==> src/rtl/pipe_hazard_ctrl_pkg.sv <==
// Shared types and constants for the pipeline hazard controller.
// State encodings are plain localparam vectors so older tools and
// hand-written netlists can still refer to them; the enum is built on them.
package pipe_ctrl_pkg;

    localparam int          REG_W_DEF   = 5;
    localparam int unsigned ZERO_REG    = 0;

    localparam logic [1:0]  ST_RUN      = 2'd0;
    localparam logic [1:0]  ST_LU_STALL = 2'd1;
    localparam logic [1:0]  ST_MEM_WAIT = 2'd2;

    typedef enum logic [1:0] {
        RUN      = ST_RUN,
        LU_STALL = ST_LU_STALL,
        MEM_WAIT = ST_MEM_WAIT
    } state_e;

    // One bundle of everything the controller drives into the pipeline.
    typedef struct packed {
        logic pc_en;
        logic pc_src;
        logic ifid_en;
        logic ifid_flush;
        logic idex_flush;
        logic exmem_en;
        logic exmem_flush;
    } ctrl_t;

    localparam ctrl_t CTRL_OFF    = '0;
    localparam ctrl_t CTRL_RUN    = '{pc_en: 1'b1, pc_src: 1'b0, ifid_en: 1'b1, ifid_flush: 1'b0,
                                      idex_flush: 1'b0, exmem_en: 1'b1, exmem_flush: 1'b0};
    localparam ctrl_t CTRL_FREEZE = '{pc_en: 1'b0, pc_src: 1'b0, ifid_en: 1'b0, ifid_flush: 1'b0,
                                      idex_flush: 1'b0, exmem_en: 1'b0, exmem_flush: 1'b0};
    localparam ctrl_t CTRL_BRANCH = '{pc_en: 1'b1, pc_src: 1'b1, ifid_en: 1'b1, ifid_flush: 1'b1,
                                      idex_flush: 1'b1, exmem_en: 1'b1, exmem_flush: 1'b1};
    localparam ctrl_t CTRL_LU     = '{pc_en: 1'b0, pc_src: 1'b0, ifid_en: 1'b0, ifid_flush: 1'b0,
                                      idex_flush: 1'b1, exmem_en: 1'b1, exmem_flush: 1'b0};

endpackage

==> src/rtl/pipe_hazard_ctrl_if.sv <==
// Pipeline-side bundle for the hazard controller.
// master = pipeline datapath, slave = hazard controller.
// HAZ_PERF_CNT_EN adds the stall/flush performance counter outputs.
interface pipe_hazard_ctrl_if
    import pipe_ctrl_pkg::*;
#(
    parameter int REG_W = REG_W_DEF
);
    logic [REG_W-1:0] id_rs;
    logic [REG_W-1:0] id_rt;
    logic             ex_mem_read;
    logic [REG_W-1:0] ex_rd;
    logic             mem_branch;
    logic             mem_zf;
    logic             mem_req;
    logic             mem_ready;

    logic             pc_en;
    logic             pc_src;
    logic             ifid_en;
    logic             ifid_flush;
    logic             idex_flush;
    logic             exmem_en;
    logic             exmem_flush;
    logic             mem_tmo_err;
`ifdef HAZ_PERF_CNT_EN
    logic [31:0]      stall_cyc_cnt;
    logic [31:0]      flush_cnt;
`endif

    modport master (
        output id_rs, id_rt, ex_mem_read, ex_rd, mem_branch, mem_zf, mem_req, mem_ready,
        input  pc_en, pc_src, ifid_en, ifid_flush, idex_flush, exmem_en, exmem_flush,
`ifdef HAZ_PERF_CNT_EN
        input  stall_cyc_cnt, flush_cnt,
`endif
        input  mem_tmo_err
    );

    modport slave (
        input  id_rs, id_rt, ex_mem_read, ex_rd, mem_branch, mem_zf, mem_req, mem_ready,
        output pc_en, pc_src, ifid_en, ifid_flush, idex_flush, exmem_en, exmem_flush,
`ifdef HAZ_PERF_CNT_EN
        output stall_cyc_cnt, flush_cnt,
`endif
        output mem_tmo_err
    );

endinterface

==> src/rtl/pipe_hazard_ctrl_haz_detect.sv <==
// Load-use comparator: the load in EX writes a register the instruction in ID
// reads. Writes to the zero register never create a dependency.
module haz_detect
    import pipe_ctrl_pkg::*;
#(
    parameter int REG_W = REG_W_DEF
) (
    input  logic [REG_W-1:0] i_id_rs,
    input  logic [REG_W-1:0] i_id_rt,
    input  logic [REG_W-1:0] i_ex_rd,
    input  logic             i_ex_mem_read,
    output logic             o_lu_haz
);

    logic w_rd_live;

    assign w_rd_live = (i_ex_rd != REG_W'(ZERO_REG));
    assign o_lu_haz  = i_ex_mem_read & w_rd_live &
                       ((i_ex_rd == i_id_rs) | (i_ex_rd == i_id_rt));

endmodule

==> src/rtl/pipe_hazard_ctrl.sv <==
// Pipeline hazard controller: drives PC / IF/ID / ID/EX / EX/MEM enables and
// flushes for memory waits, taken branches and load-use stalls (in that
// priority). Outputs are combinational from state and inputs.
// Optional macro HAZ_PERF_CNT_EN adds saturating stall/flush counters.
module pipe_hazard_ctrl
    import pipe_ctrl_pkg::*;
#(
    parameter int LU_STALL_CYC = 1,
    parameter int MEM_TIMEOUT  = 16,
    parameter int REG_W        = REG_W_DEF
) (
    input  logic              clk,
    input  logic              rst,
    pipe_hazard_ctrl_if.slave bus
);

    state_e     r_state,   w_state_nxt;
    logic [2:0] r_lu_cnt,  w_lu_cnt_nxt;
    logic [7:0] r_tmo_cnt, w_tmo_cnt_nxt;
    logic       r_tmo_err, w_tmo_err_nxt;

    logic       w_lu_haz;
    logic       w_mem_wait;
    logic       w_br_taken;
    ctrl_t      w_ctrl;

    haz_detect #(.REG_W(REG_W)) u_haz_detect (
        .i_id_rs       (bus.id_rs),
        .i_id_rt       (bus.id_rt),
        .i_ex_rd       (bus.ex_rd),
        .i_ex_mem_read (bus.ex_mem_read),
        .o_lu_haz      (w_lu_haz)
    );

    assign w_mem_wait = bus.mem_req & ~bus.mem_ready;
    assign w_br_taken = bus.mem_branch & bus.mem_zf;

    // Decode hazards into pipeline controls and the next controller state.
    always_comb begin
        // NOTE: every variable gets a default first so no path infers a latch.
        w_ctrl        = CTRL_RUN;
        w_state_nxt   = r_state;
        w_lu_cnt_nxt  = r_lu_cnt;
        w_tmo_cnt_nxt = r_tmo_cnt;
        w_tmo_err_nxt = r_tmo_err;

        case (r_state)
            MEM_WAIT: begin
                if (bus.mem_ready) begin
                    w_state_nxt   = RUN;
                    w_tmo_cnt_nxt = '0;
                end else begin
                    w_ctrl = CTRL_FREEZE;
                    // Counter parks at the limit so it can never wrap.
                    if (r_tmo_cnt != 8'(MEM_TIMEOUT))
                        w_tmo_cnt_nxt = r_tmo_cnt + 8'd1;
                    if (r_tmo_cnt >= 8'(MEM_TIMEOUT - 1))
                        w_tmo_err_nxt = 1'b1;
                end
            end
            default: begin
                // RUN and LU_STALL share the hazard priority chain.
                if (w_mem_wait) begin
                    w_ctrl        = CTRL_FREEZE;
                    w_state_nxt   = MEM_WAIT;
                    w_tmo_cnt_nxt = 8'd1;
                    w_lu_cnt_nxt  = '0;
                end else if (w_br_taken) begin
                    w_ctrl       = CTRL_BRANCH;
                    w_state_nxt  = RUN;
                    w_lu_cnt_nxt = '0;
                end else if (r_state == LU_STALL) begin
                    w_ctrl = CTRL_LU;
                    if (r_lu_cnt == 3'(LU_STALL_CYC - 1)) begin
                        w_state_nxt  = RUN;
                        w_lu_cnt_nxt = '0;
                    end else begin
                        w_lu_cnt_nxt = r_lu_cnt + 3'd1;
                    end
                end else if (w_lu_haz) begin
                    w_ctrl = CTRL_LU;
                    if (LU_STALL_CYC > 1) begin
                        w_state_nxt  = LU_STALL;
                        w_lu_cnt_nxt = 3'd1;
                    end
                end
            end
        endcase

        // Reset silences every control line, independent of state.
        if (rst)
            w_ctrl = CTRL_OFF;
    end

    // Controller state, counters and sticky timeout flag.
    always_ff @(posedge clk or posedge rst) begin
        // NOTE: non-blocking assignments so every register samples pre-edge values.
        if (rst) begin
            r_state   <= RUN;
            r_lu_cnt  <= '0;
            r_tmo_cnt <= '0;
            r_tmo_err <= 1'b0;
        end else begin
            r_state   <= w_state_nxt;
            r_lu_cnt  <= w_lu_cnt_nxt;
            r_tmo_cnt <= w_tmo_cnt_nxt;
            r_tmo_err <= w_tmo_err_nxt;
        end
    end

    assign bus.pc_en       = w_ctrl.pc_en;
    assign bus.pc_src      = w_ctrl.pc_src;
    assign bus.ifid_en     = w_ctrl.ifid_en;
    assign bus.ifid_flush  = w_ctrl.ifid_flush;
    assign bus.idex_flush  = w_ctrl.idex_flush;
    assign bus.exmem_en    = w_ctrl.exmem_en;
    assign bus.exmem_flush = w_ctrl.exmem_flush;
    assign bus.mem_tmo_err = r_tmo_err;

`ifdef HAZ_PERF_CNT_EN
    logic [31:0] r_stall_cyc_cnt;
    logic [31:0] r_flush_cnt;

    // Saturating counters: frozen-PC cycles and taken-branch flush cycles.
    always_ff @(posedge clk or posedge rst) begin
        if (rst) begin
            r_stall_cyc_cnt <= '0;
            r_flush_cnt     <= '0;
        end else begin
            if (!w_ctrl.pc_en && (r_stall_cyc_cnt != '1))
                r_stall_cyc_cnt <= r_stall_cyc_cnt + 32'd1;
            // Only a taken branch ever flushes EX/MEM.
            if (w_ctrl.exmem_flush && (r_flush_cnt != '1))
                r_flush_cnt <= r_flush_cnt + 32'd1;
        end
    end

    assign bus.stall_cyc_cnt = r_stall_cyc_cnt;
    assign bus.flush_cnt     = r_flush_cnt;
`endif

endmodule
==> src/flat_wrapper.sv <==
// flat-port wrapper written by rule: the top's interface ports become plain ports
module pipe_hazard_ctrl_flat import pipe_ctrl_pkg::*;
#(
    parameter int LU_STALL_CYC = 1,
    parameter int MEM_TIMEOUT  = 16,
    parameter int REG_W        = REG_W_DEF
)
  (clk, rst, bus_id_rs, bus_id_rt, bus_ex_mem_read, bus_ex_rd, bus_mem_branch, bus_mem_zf, bus_mem_req, bus_mem_ready, bus_pc_en, bus_pc_src, bus_ifid_en, bus_ifid_flush, bus_idex_flush, bus_exmem_en, bus_exmem_flush, bus_mem_tmo_err);
  pipe_hazard_ctrl_if #(.REG_W(REG_W)) bus_i ();
  input  logic clk;
  input  logic rst;
  input wire logic [$bits(bus_i.id_rs)-1:0] bus_id_rs;
  input wire logic [$bits(bus_i.id_rt)-1:0] bus_id_rt;
  input wire logic [$bits(bus_i.ex_mem_read)-1:0] bus_ex_mem_read;
  input wire logic [$bits(bus_i.ex_rd)-1:0] bus_ex_rd;
  input wire logic [$bits(bus_i.mem_branch)-1:0] bus_mem_branch;
  input wire logic [$bits(bus_i.mem_zf)-1:0] bus_mem_zf;
  input wire logic [$bits(bus_i.mem_req)-1:0] bus_mem_req;
  input wire logic [$bits(bus_i.mem_ready)-1:0] bus_mem_ready;
  output wire logic [$bits(bus_i.pc_en)-1:0] bus_pc_en;
  output wire logic [$bits(bus_i.pc_src)-1:0] bus_pc_src;
  output wire logic [$bits(bus_i.ifid_en)-1:0] bus_ifid_en;
  output wire logic [$bits(bus_i.ifid_flush)-1:0] bus_ifid_flush;
  output wire logic [$bits(bus_i.idex_flush)-1:0] bus_idex_flush;
  output wire logic [$bits(bus_i.exmem_en)-1:0] bus_exmem_en;
  output wire logic [$bits(bus_i.exmem_flush)-1:0] bus_exmem_flush;
  output wire logic [$bits(bus_i.mem_tmo_err)-1:0] bus_mem_tmo_err;
  assign bus_i.id_rs = bus_id_rs;
  assign bus_i.id_rt = bus_id_rt;
  assign bus_i.ex_mem_read = bus_ex_mem_read;
  assign bus_i.ex_rd = bus_ex_rd;
  assign bus_i.mem_branch = bus_mem_branch;
  assign bus_i.mem_zf = bus_mem_zf;
  assign bus_i.mem_req = bus_mem_req;
  assign bus_i.mem_ready = bus_mem_ready;
  assign bus_pc_en = bus_i.pc_en;
  assign bus_pc_src = bus_i.pc_src;
  assign bus_ifid_en = bus_i.ifid_en;
  assign bus_ifid_flush = bus_i.ifid_flush;
  assign bus_idex_flush = bus_i.idex_flush;
  assign bus_exmem_en = bus_i.exmem_en;
  assign bus_exmem_flush = bus_i.exmem_flush;
  assign bus_mem_tmo_err = bus_i.mem_tmo_err;
  pipe_hazard_ctrl #(.LU_STALL_CYC(LU_STALL_CYC), .MEM_TIMEOUT(MEM_TIMEOUT), .REG_W(REG_W)) u_core (.clk(clk), .rst(rst), .bus(bus_i));
endmodule
==> config.mk <==
export PLATFORM = sky130hd
export DESIGN_NAME = pipe_hazard_ctrl_flat
export DESIGN_NICKNAME = d
export VERILOG_FILES = /design/src/rtl/pipe_hazard_ctrl_pkg.sv /design/src/rtl/pipe_hazard_ctrl_if.sv /design/src/rtl/pipe_hazard_ctrl_haz_detect.sv /design/src/rtl/pipe_hazard_ctrl.sv /design/src/flat_wrapper.sv
export SDC_FILE = /design/constraint.sdc
export NUM_CORES = 1
export LEC_CHECK = 0
export CAP_MARGIN = 10
export CORE_MARGIN = 4
export CORE_UTILIZATION = 45
export DETAILED_ROUTE_END_ITERATION = 8
export HOLD_SLACK_MARGIN = 0.06
export PLACE_DENSITY = 0.83
export SLEW_MARGIN = 30
export SYNTH_ARGS = -nofsm -noshare
export SYNTH_HDL_FRONTEND = slang
export SYNTH_HIERARCHICAL = 1
export SYNTH_SLANG_ARGS = --single-unit
==> constraint.sdc <==
create_clock -name clk -period 4.22 [get_ports clk]
set_input_delay 0.422 -clock clk [delete_from_list [all_inputs] [get_ports clk]]
set_output_delay 0.422 -clock clk [all_outputs]
set_load 0.03 [all_outputs]
# Yosys cells after proc, flatten, opt, wreduce, memory -nomap -nowiden
# Cells that the tools add are included.
totals:
  ff_bits: 14
  input_bits: 22
classes:
  add_sub_neg: 2
  order_cmp: 1
  n_eq_ne: 7
  mux: 21
  bitwise_logic: 7
  reduce_logical: 10
op_table:
  columns: ["operator", "count"]
  rows:
  - ["$mux 7", 7]
  - ["$mux 8", 4]
  - ["$mux 2", 6]
  - ["$mux 3", 4]
  - ["$eq 5x5->1", 2]
  - ["$add 8x1->8 const B", 1]
  - ["$ge 8x4->1 const B", 1]
  - ["$ne 8x5->1 const B", 1]
  - ["$reduce_bool 4->1", 2]
  - ["$reduce_and 3->1", 2]
  - ["$reduce_bool 5->1", 1]
  - ["$and 1x1->1", 4]
  - ["$reduce_and 2->1", 2]
  - ["$add 3x1->3 const B", 1]
  - ["$logic_not 3->1", 1]
  - ["$ne 3x2->1 const B", 1]
  - ["$reduce_bool 3->1", 1]
  - ["$eq 2x1->1 const B", 1]
  - ["$eq 2x2->1 const B", 1]
  - ["$ne 2x2->1 const B", 1]
  - ["$not 1->1", 2]
  - ["$reduce_bool 2->1", 1]
  - ["$or 1x1->1", 1]

# Logic depth before layout (Yosys ltp)
# Gate-level depths: netlist of the first run.
logic_depth:
  ltp_word: 9
  mapped_depth: 6
  mapped_depth_nobuf: 6

# Hierarchy
# Netlist of the first run, hierarchy kept.
modules_own_cells:
  columns: ["mod", "instances", "cells_per_inst", "area_each_um2", "seq_area_each_um2"]
  rows:
  - ["pipe_hazard_ctrl", 1, 71, 619.3, 250.2]
  - ["haz_detect", 1, 17, 125.1, 0.0]

# Worst setup path after synthesis of the first run
# Ideal clock, no wire load.
synth_path:
  path_type: "input to output"
  startpoint: "input port bus_ex_rd[1]"
  endpoint: "output port bus_pc_en"
  arrival_ps: 2344
  path_slack_ps: 1454
  stages: 5
  path_buffers: 1
  cell_sequence: "or4_1 -> o21ai_1 -> a21oi_1 -> a311oi_1 -> buf_4"
synth_between:
  elab_chain_cells: 9
  word_cells_on_any_way: 12
  cone_classes: "2 x eq/ne; 6 x mux; 3 x bitwise; 1 x reduce/logical"
synth_rtl:
  columns: ["element", "line_no", "source"]
  rows:
  - ["from (decl)", "flat_wrapper.sv:15", "input wire logic [$bits(bus_i.ex_rd)-1:0] bus_ex_rd;"]
  - ["$eq 5x5->1 or $reduce_bool 5->1 (tied branches)", "pipe_hazard_ctrl_haz_detect.sv:19, pipe_hazard_ctrl_haz_detect.sv:17", null]
  - ["$or 1x1->1 or $and 1x1->1 (tied branches)", "pipe_hazard_ctrl_haz_detect.sv:19, pipe_hazard_ctrl_haz_detect.sv:18", null]
  - ["$and 1x1->1 *", "pipe_hazard_ctrl_haz_detect.sv:18", "assign o_lu_haz = i_ex_mem_read & w_rd_live &"]
  - ["via u_core.w_lu_haz", "pipe_hazard_ctrl.sv:22", "logic w_lu_haz;"]
  - ["$mux 7 *", "pipe_hazard_ctrl.sv:80", "end else if (w_lu_haz) begin"]
  - ["$mux 7 *", "pipe_hazard_ctrl.sv:72", "end else if (r_state == LU_STALL) begin"]
  - ["$mux 7 *", "pipe_hazard_ctrl.sv:68", "end else if (w_br_taken) begin"]
  - ["$mux 7 *", "pipe_hazard_ctrl.sv:63", "if (w_mem_wait) begin"]
  - ["$mux 7 *", "pipe_hazard_ctrl.sv:47", "case (r_state)"]
  - ["$mux 7 *", "pipe_hazard_ctrl.sv:91", "if (rst)"]
  - ["to (decl)", "flat_wrapper.sv:20", "output wire logic [$bits(bus_i.pc_en)-1:0] bus_pc_en;"]
# The timed path passes the listed nets; every way through them passes the cells marked *.

# Worst setup path after layout of the first run
# Ends and elaborated chain as after synthesis.

==> results of run 1 <==
==> registers in the layout, indices dropped and copies added, names as in the netlist <==
register                cells
u_core/r_state              1
u_core/r_tmo_cnt            8
u_core/bus.mem_tmo_err      1
==> report_power, final <==
part	switching, W	internal (W)	leakage [nW]
Combinational	0.0000349	0.0000376	0.293
Clock	0.0000300	0.0000328	0.0138
Sequential	0.00000407	0.000100	0.135
Total	0.0000689	0.000170	0.442
==> critical path, stage by stage <==
cell and delay [ns]:
clkdlybuf4s50_1 0.47, or4_1 0.55, o21ai_1 0.14, a21oi_1 0.08
a311oi_1 0.34, clkdlybuf4s50_1 0.74
==> layout by cell type, fill, tap and decap left out, types with 3 or more instances in the layout <==
cell,Yosys,layout
o21ai_0,6,6
xor2_1,6,6
nor2_1,7,7
dfrtp_1,10,10
nand3_1,5,5
nand2_1,4,4
clkdlybuf4s50_1,0,29
xnor2_1,5,5
a21oi_1,6,6
clkbuf_4,0,3
inv_1,5,5
nor3_1,5,5
==> cell families after synthesis <==
logic type | synth area share (%)
xor+xnor | 12.9
buf+inv | 6.05
simple gates | 23.9
flops | 33.6
compound gates | 20.2
fa+ha+maj | 3.36
==> cells in the mapped netlist (2+ instances only) <==
master,n
inv_1,5
xor2_1,6
a22o_1,2
nand2_1,4
nor3_1,5
or4_1,2
a31oi_1,2
buf_4,3
ha_1,2
xnor2_1,5
dfrtp_1,10
o21ai_0,6
a21oi_1,6
nand2b_1,2
o2bb2ai_1,2
nor2_1,7
nand3_1,5
and3_1,2
==> routing by layer <==
metal  part of all wire [%]  track usage [%]
met1                     45             21.6
met2                     48             24.8
met3                    7.0             5.83
met4                   0.27             3.14
met5                      0                0
==> metrics by stage <==
| stage | total power (W) | hold WS [ns] | utilization [%] | instances | setup slack [ns] |
|---|---|---|---|---|---|
| 2_1_floorplan | 0.000143 | 0.262 | - | 88 | 1.45 |
| 3_3_place_gp | 0.000177 | 0.460 | 66.7 | 129 | 1.15 |
| 3_5_place_dp | 0.000178 | 0.464 | 66.7 | 129 | 1.04 |
| 4_1_cts | 0.000242 | 0.477 | 68.2 | 132 | 1.04 |
| 5_1_grt | 0.000258 | 0.521 | 68.2 | 132 | 0.873 |
| 6_report | 0.000239 | 0.474 | 68.2 | 132 | 1.05 |
==> area by class of cell <==
class / count / area [µm²] / share of cell area [%]
clock buffers: 3 / 22.5 / 2.14
inverters: 5 / 18.8 / 1.79
multi-input cells: 69 / 449 / 42.7
flip-flops and latches: 10 / 250 / 23.8
well taps: 16 / 20.0 / 1.90
repair buffers: 29 / 290 / 27.6
==> how the worst max path moves through the flow <==
stage / endpoint / slack [ns] / startpoint
2_1_floorplan: bus_pc_en / 1.45 / bus_ex_rd[1]
6_report: bus_pc_en / 1.05 / bus_ex_rd[1]
3_3_place_gp: bus_ifid_en / 1.15 / bus_ex_rd[1]
4_1_cts: bus_pc_en / 1.04 / bus_ex_rd[1]
5_1_grt: bus_pc_en / 0.87 / bus_ex_rd[1]
3_5_place_dp: bus_pc_en / 1.04 / bus_ex_rd[1]
==> reports/qor.yml, run 1 <==
ys.flop_type: "dfrtp_1"
route.final.wire_length_mm: 1.83
initial_core_util_pct: 48.3
worstSetupPathType: "input port to output port"
synthesis.area_um2: 744
clk_pin_slew_ns: 0.05
dr.pass1.iters: 4
yosys-top-cells-area: "dfrtp_1, xor2_1, xnor2_1"
grt_overflow: 0
drtAntennaViolNets: 0
clock_sinks: 10
powerDensity_mw_per_mm2: 228
syn_nets: 112
wl_per_cell_um: 13.8
crit_fanout: 3
syn_avg_cell_area_um2: 8.46
grt_pass1_vias: 694
clock_latency_ns: 0.27
hpwl_mm: 1.51
hold_path_class: "flop to flop"
worstReg2RegEnd: "u_core/r_tmo_cnt[0]"
skew_ns: 0.0125
drc_errors: 0
drive_gt1_share_pct: 4.31
r2r-start: "u_core/r_tmo_cnt[7]"
worstHoldEndpoint: "u_core/bus.mem_tmo_err"
antenna_cells: 0
synth_top_area_cell: "dfrtp_1"
slew_headroom_pct: 69.8
gp_congestion: 0.833
worst_pin_slew_ns: 0.453
synth_top_cell_area_share_pct: 33.6
cts_max_level: 1
grt.total_usage_pct: 16.1
arrival_ns: 2.74
clockBufferDepth: 2
nFillCells: 132
syn_inst: 88
peakVddDrop_mv: 0.161
clock-root-buffer: "clkbuf_4"
die_y_um: 48.7
end_kind: "output port"
fin_crit_sh_pct: 75.0
pin_count: 30
yosysUniqueCellTypes: 30
via_per_inst: 5.56
required_ns: 3.80
row_count: 14
cts_inserted_buffers: 3
rr_worst_depth: 4
grt_pass1_wl_mm: 3.08
rsz0062_at_grt: "false"
timing.fmax_ghz: 0.316
place_area_mm2: 0.00103
drv_cap: 0
min_from: "u_core/bus.mem_tmo_err"
synthArstFlopShare_pct: 100
fin_nets: 142
cts_tree: "done"
area_growth_pct: 41.2
hold_buffers: 0
synth_warnings: 6
core_area_mm2: 0.00154
start_kind: "input port"
setup_violations: 0
worstHoldPathCells: 1
slew_violations: 0
final.setup.tns_ns: 0
r2r_slack_ns: 2.55
status: "completed"
power_leakage_nw: 0.442
dieArea_mm2: 0.00237
grt_max_degree: 11
finalHoldViolations: 0
design_area_mm2: 0.00105
cts_resized: 0
period_minus_slack_ns: 3.17
synth_edf_count: 0
antenna_found_initial: 0
port_buffers: 29
yosysSeqAreaShare_pct: 33.6
first_iter_violations: 19
dr_total_vias: 734
ys_ff_latch: 10
die_x_um: 48.7
cts_setup_buffers: 0
No activity file was read; power rests on OpenSTA's default activity.
==> run 2, diff against run 1 <==
Settings changed: CORE_UTILIZATION 45 to 37, PLACE_DENSITY 0.83 to 0.73.
Clock period 4.22 ns to 2.6 ns, I/O delays scaled along.
==> run 2 against run 1 <==
  * Clock skew is 0.0077 ns lower
  * Total power is 61% higher
  * Utilization is 10 points lower
  * Non-clock buffer count stayed put
  * Worst hold slack worse by 0.077 ns
  * Worst setup slack worse by 0.76 ns
  * Clock power is 56% higher
  * Combinational power is 63% higher
  * Largest power group unchanged
==> reports/qor.yml, run 2 (synthesis gave the netlist of run 1 again) <==
cts_tree: "done"
first_iter_violations: 18
dieArea_mm2: 0.00279
worst_pin_slew_ns: 0.483
slew_violations: 0
pre_cts_slack_ns: 0.0828
largest_reg_flops: 8
clock_sinks: 10
drtAntennaViolNets: 0
initial_core_util_pct: 40.9
status: "completed"
final_common_cell: "clkdlybuf4s50_1"
power_w: 0.000385
slew_headroom_pct: 67.8
worst_hold_slack_ns: 0.397
die_x_um: 52.9
peakVddDrop_mv: 0.220
cts_max_level: 1
die_y_um: 52.9
fin_ws_ns: 0.294
drc_errors: 0
crit_fanout: 6
antenna_found_initial: 0
port_buffers: 29
clock_latency_ns: 0.26
antenna_cells: 0
final.setup.tns_ns: 0
clockBufferDepth: 2
skew_ns: 0.00481
rr_worst_depth: 4
core_area_mm2: 0.00182
clk_pin_slew_ns: 0.06
grt_pass1_wl_mm: 3.19
fin_crit_sh_pct: 88.7
area_growth_pct: 42.4
worstSetupPathType: "input port to output port"
pin_count: 30
drv_cap: 0
timing.fmax_ghz: 0.434
dr.pass1.iters: 4
hold_buffers: 0
period_minus_slack_ns: 2.31
most-common-layout-cells: "clkdlybuf4s50_1, dfrtp_1, nor2_1"
row_count: 15
final-seq-area_um2: 250
clock-root-buffer: "clkbuf_4"
rsz0062_at_grt: "false"
cts_inserted_buffers: 3
multi_input_area_um2: 449
top_register: "u_core/r_tmo_cnt"
power_leakage_nw: 0.462
required_ns: 2.34
r2r_slack_ns: 0.90
via_per_inst: 5.06
gp_congestion: 0.823
hold_path_class: "input port to async pin"
grt_overflow: 0
route.final.wire_length_mm: 1.89
grt_max_degree: 11
end_kind: "output port"
powerDensity_mw_per_mm2: 364
hpwl_mm: 1.58
dp_cells: 138
grt_pass1_vias: 693
finalHoldViolations: 0
grt.total_usage_pct: 15.5
wl_per_cell_um: 13.4
arrival_ns: 2.05
setup_violations: 0
start_kind: "input port"
fin_nets: 142
fin_cells: 141
dr_total_vias: 713
drive_gt1_share_pct: 6.03
nFillCells: 181
[run 2: changes by cell type in the layout (fill, tap and decap cells not counted)]
cell,change
clkdlybuf4s50_1,-3
dlymetal6s2s_1,+1
buf_4,+2
[run 2: critical path: stages]
cell             delay (ns)
clkdlybuf4s50_1        0.55
nand2b_1               0.13
nand2_1                0.08
nor3_1                 0.29
clkdlybuf4s50_1        0.74
[run 2: repair_timing]
action | in CTS | in global routing
endpoints found under the setup margin | 0 | 1
gates resized for setup | 0 | 1
setup buffers | 0 | 0
[run 2: cell type report]
| class | instances | area share, % |
|---|---|---|
| inverters | 5 | 1.77 |
| multi-input cells | 69 | 42.4 |
| flip-flops and latches | 10 | 23.6 |
| well taps | 25 | 2.95 |
| clock buffers | 3 | 2.13 |
| repair buffers | 29 | 27.2 |
[run 2: layer usage]
metal | track usage (%) | part of all wire [%] | up-vias
met3 | 5.07 | 4.2 | 0
li1 | - | - | 372
met1 | 21.3 | 46 | 330
met2 | 24.6 | 50 | 11
met4 | 1.28 | 0 | 0
met5 | 0 | 0 | -
[run 2: where the power goes]
group          leakage, nW  internal (W)  switching [W]
Combinational        0.313     0.0000602      0.0000574
Sequential           0.135      0.000163     0.00000688
Clock               0.0138     0.0000530      0.0000452
[run 2: path summary, 6_finish.rpt]
path / from / to
setup / recovery: bus_mem_ready / bus_ifid_flush
hold / removal: rst / u_core/r_tmo_cnt[0]
setup reg to reg: u_core/r_tmo_cnt[7] / u_core/r_tmo_cnt[0]
hold reg to reg: u_core/bus.mem_tmo_err / u_core/bus.mem_tmo_err
max in group asynchronous: rst / u_core/r_tmo_cnt[2]
min in group clk: u_core/bus.mem_tmo_err / u_core/bus.mem_tmo_err
[run 2: metrics by stage]
step                cell area, µm²  utilization (%)
floorplan                      744                -
global placement              1030             56.8
detailed placement            1030             56.8
CTS                           1060             58.1
global route                  1060             58.2
finish                        1060             58.2
==> run 3, diff against run 2 <==
Settings changed: ABC_CLOCK_PERIOD_IN_PS from default to 1900.
Clock period 2.6 ns to 1.9 ns, I/O delays scaled along.
==> run 3 against run 2 <==
  * Sequential power is 37% higher
  * Die area stayed put
  * Highest routed layer is now met4
  * Routed wire length is 4.8% higher
  * Sequential share of layout area is 2.4 points lower
  * Combinational power is 56% higher
==> reports/qor.yml, run 3 (synthesis gave the netlist of run 1 again) <==
status: "completed"
fin_crit_sh_pct: 97.3
initial_core_util_pct: 40.9
clkPwrFrac_pct: 25.7
switching_share_pct: 30.6
slew_headroom_pct: 65.7
crit_fanout: 3
start_kind: "input port"
cts_setup_buffers: 0
pin_count: 30
timing.fmax_ghz: 0.541
grt_pass1_wl_mm: 3.15
met2_usage_pct: 25.2
drtAntennaViolNets: 0
period_minus_slack_ns: 1.85
cts_inserted_buffers: 3
p_comb_share_pct: 32.9
grtUsageMet3_pct: 5.92
p_int_w: 0.000388
clock_latency_ns: 0.27
clock_sinks: 10
dieArea_mm2: 0.00279
critPathSlowestCell: "or4_4"
required_ns: 1.71
route.final.wire_length_mm: 1.98
worstSetupPathType: "input port to output port"
antenna_cells: 0
peakVddDrop_mv: 0.265
area_growth_pct: 58.5
drv_cap: 0
fin_nets: 149
port_buffers: 29
wl_per_cell_um: 13.4
end_kind: "output port"
r2r_slack_ns: 0.24
core_area_mm2: 0.00182
finalHoldViolations: 0
setup_violations: 0
powerDensity_mw_per_mm2: 474
first_iter_violations: 16
worst_path_largest_cell_delay_ns: 0.48
drc_errors: 0
switchingPower_w: 0.000171
worst_pin_slew_ns: 0.515
design_area_mm2: 0.00118
gp_congestion: 0.815
clk_pin_slew_ns: 0.06
grt_pass1_vias: 717
dr_total_vias: 756
grt_max_degree: 11
crit_family: "compound AO/OA/AOI/OAI gates"
pwr-share-seq_pct: 41.4
top_register: "u_core/r_tmo_cnt"
hold_path_class: "input port to async pin"
clockBufferDepth: 2
antenna_found_initial: 0
most-common-layout-cells: "clkdlybuf4s50_1, buf_4, dfrtp_1"
critPathBufInv: 2
cts_max_level: 1
die_y_um: 52.9
worst_hold_slack_ns: 0.390
skew_ns: 0.00574
drive_gt1_share_pct: 25.2
dr.pass1.iters: 4
pre_cts_slack_ns: -0.191
slew_violations: 0
grt_overflow: 0
via_per_inst: 5.11
cts_tree: "done"
power_leakage_nw: 0.572
hpwl_mm: 1.53
fin_ws_ns: 0.0514
arrival_ns: 1.66
clock-root-buffer: "clkbuf_4"
grt.busiest_layer: "met2"
place_area_mm2: 0.00109
grt.total_usage_pct: 15.9
largest_reg_flops: 8
cp_cell_sequence: "dlygate4sd2_1 > or4_4 > o21ai_2 > a21oi_2 > a311oi_4 > buf_6"
die_x_um: 52.9
hold_buffers: 0
row_count: 15
grt_util_met1_pct: 17.8
==> run 3: cell count changes in the layout (fill, tap and decap cells not counted), sizes merged <==
cell           before  now
buf                 2   13
clkbuf              3    5
clkdlybuf4s15       0    1
clkdlybuf4s50      26   11
dlygate4sd2         0    2
dlymetal6s2s        1    7
==> run 3: through the flow <==
step	total power [W]	utilization [%]	TNS [ns]	cells
4_1_cts	0.000562	62.2	0	148
3_3_place_gp	0.000407	60.1	-0.427	145
5_1_grt	0.000597	64.8	-0.00180	148
3_5_place_dp	0.000411	60.1	-0.542	145
6_report	0.000559	64.8	0	148
2_1_floorplan	0.000322	-	-0.0334	88
==> run 3: worst min-delay path: cells and delay by family <==
kind                   cells  cell delay (ns)
buffers and inverters      3             0.89
==> run 3: path summary, 6_finish.rpt <==
path / start / endpoint / cells after the start
hold / removal: rst / u_core/r_state[1] / 3
setup reg to reg: u_core/r_tmo_cnt[7] / u_core/r_tmo_cnt[0] / 4
hold reg to reg: u_core/bus.mem_tmo_err / u_core/bus.mem_tmo_err / 1
setup / recovery: bus_ex_rd[2] / bus_pc_en / 6
max in group asynchronous: rst / u_core/r_tmo_cnt[6] / 3
min in group clk: u_core/bus.mem_tmo_err / u_core/bus.mem_tmo_err / 1
==> run 3: timing repair <==
item,in CTS,in global routing
pin swaps,5,6
endpoints found under the setup margin,3,4
gates resized for setup,12,17
==> run 3: per-layer routing <==
| layer | up-vias | part of all wire, % |
|---|---|---|
| met5 | - | 0 |
| met4 | 0 | 4.2 |
| met3 | 9 | 6.5 |
| met2 | 27 | 48 |
| met1 | 335 | 41 |
| li1 | 385 | - |
==> run 3: power by group through the flow <==
| stage | Sequential (W) | Combinational, W | Clock [W] |
|---|---|---|---|
| 6_report | 0.000231 | 0.000184 | 0.000144 |
| 5_1_grt | 0.000232 | 0.000202 | 0.000163 |
| 3_3_place_gp | 0.000235 | 0.000172 | 0 |
| 4_1_cts | 0.000231 | 0.000178 | 0.000153 |
| 3_5_place_dp | 0.000235 | 0.000176 | 0 |
| 2_1_floorplan | 0.000233 | 0.0000894 | 0 |
==> run 3: final cells by class <==
class                           count  area [µm²]
Timing Repair Buffer               36         340
Inverter                            5        18.8
Sequential cell                    10         250
Fill cell                         159         641
Multi-Input combinational cell     69         517
Clock buffer                        3        22.5
Tap cell                           25        31.3
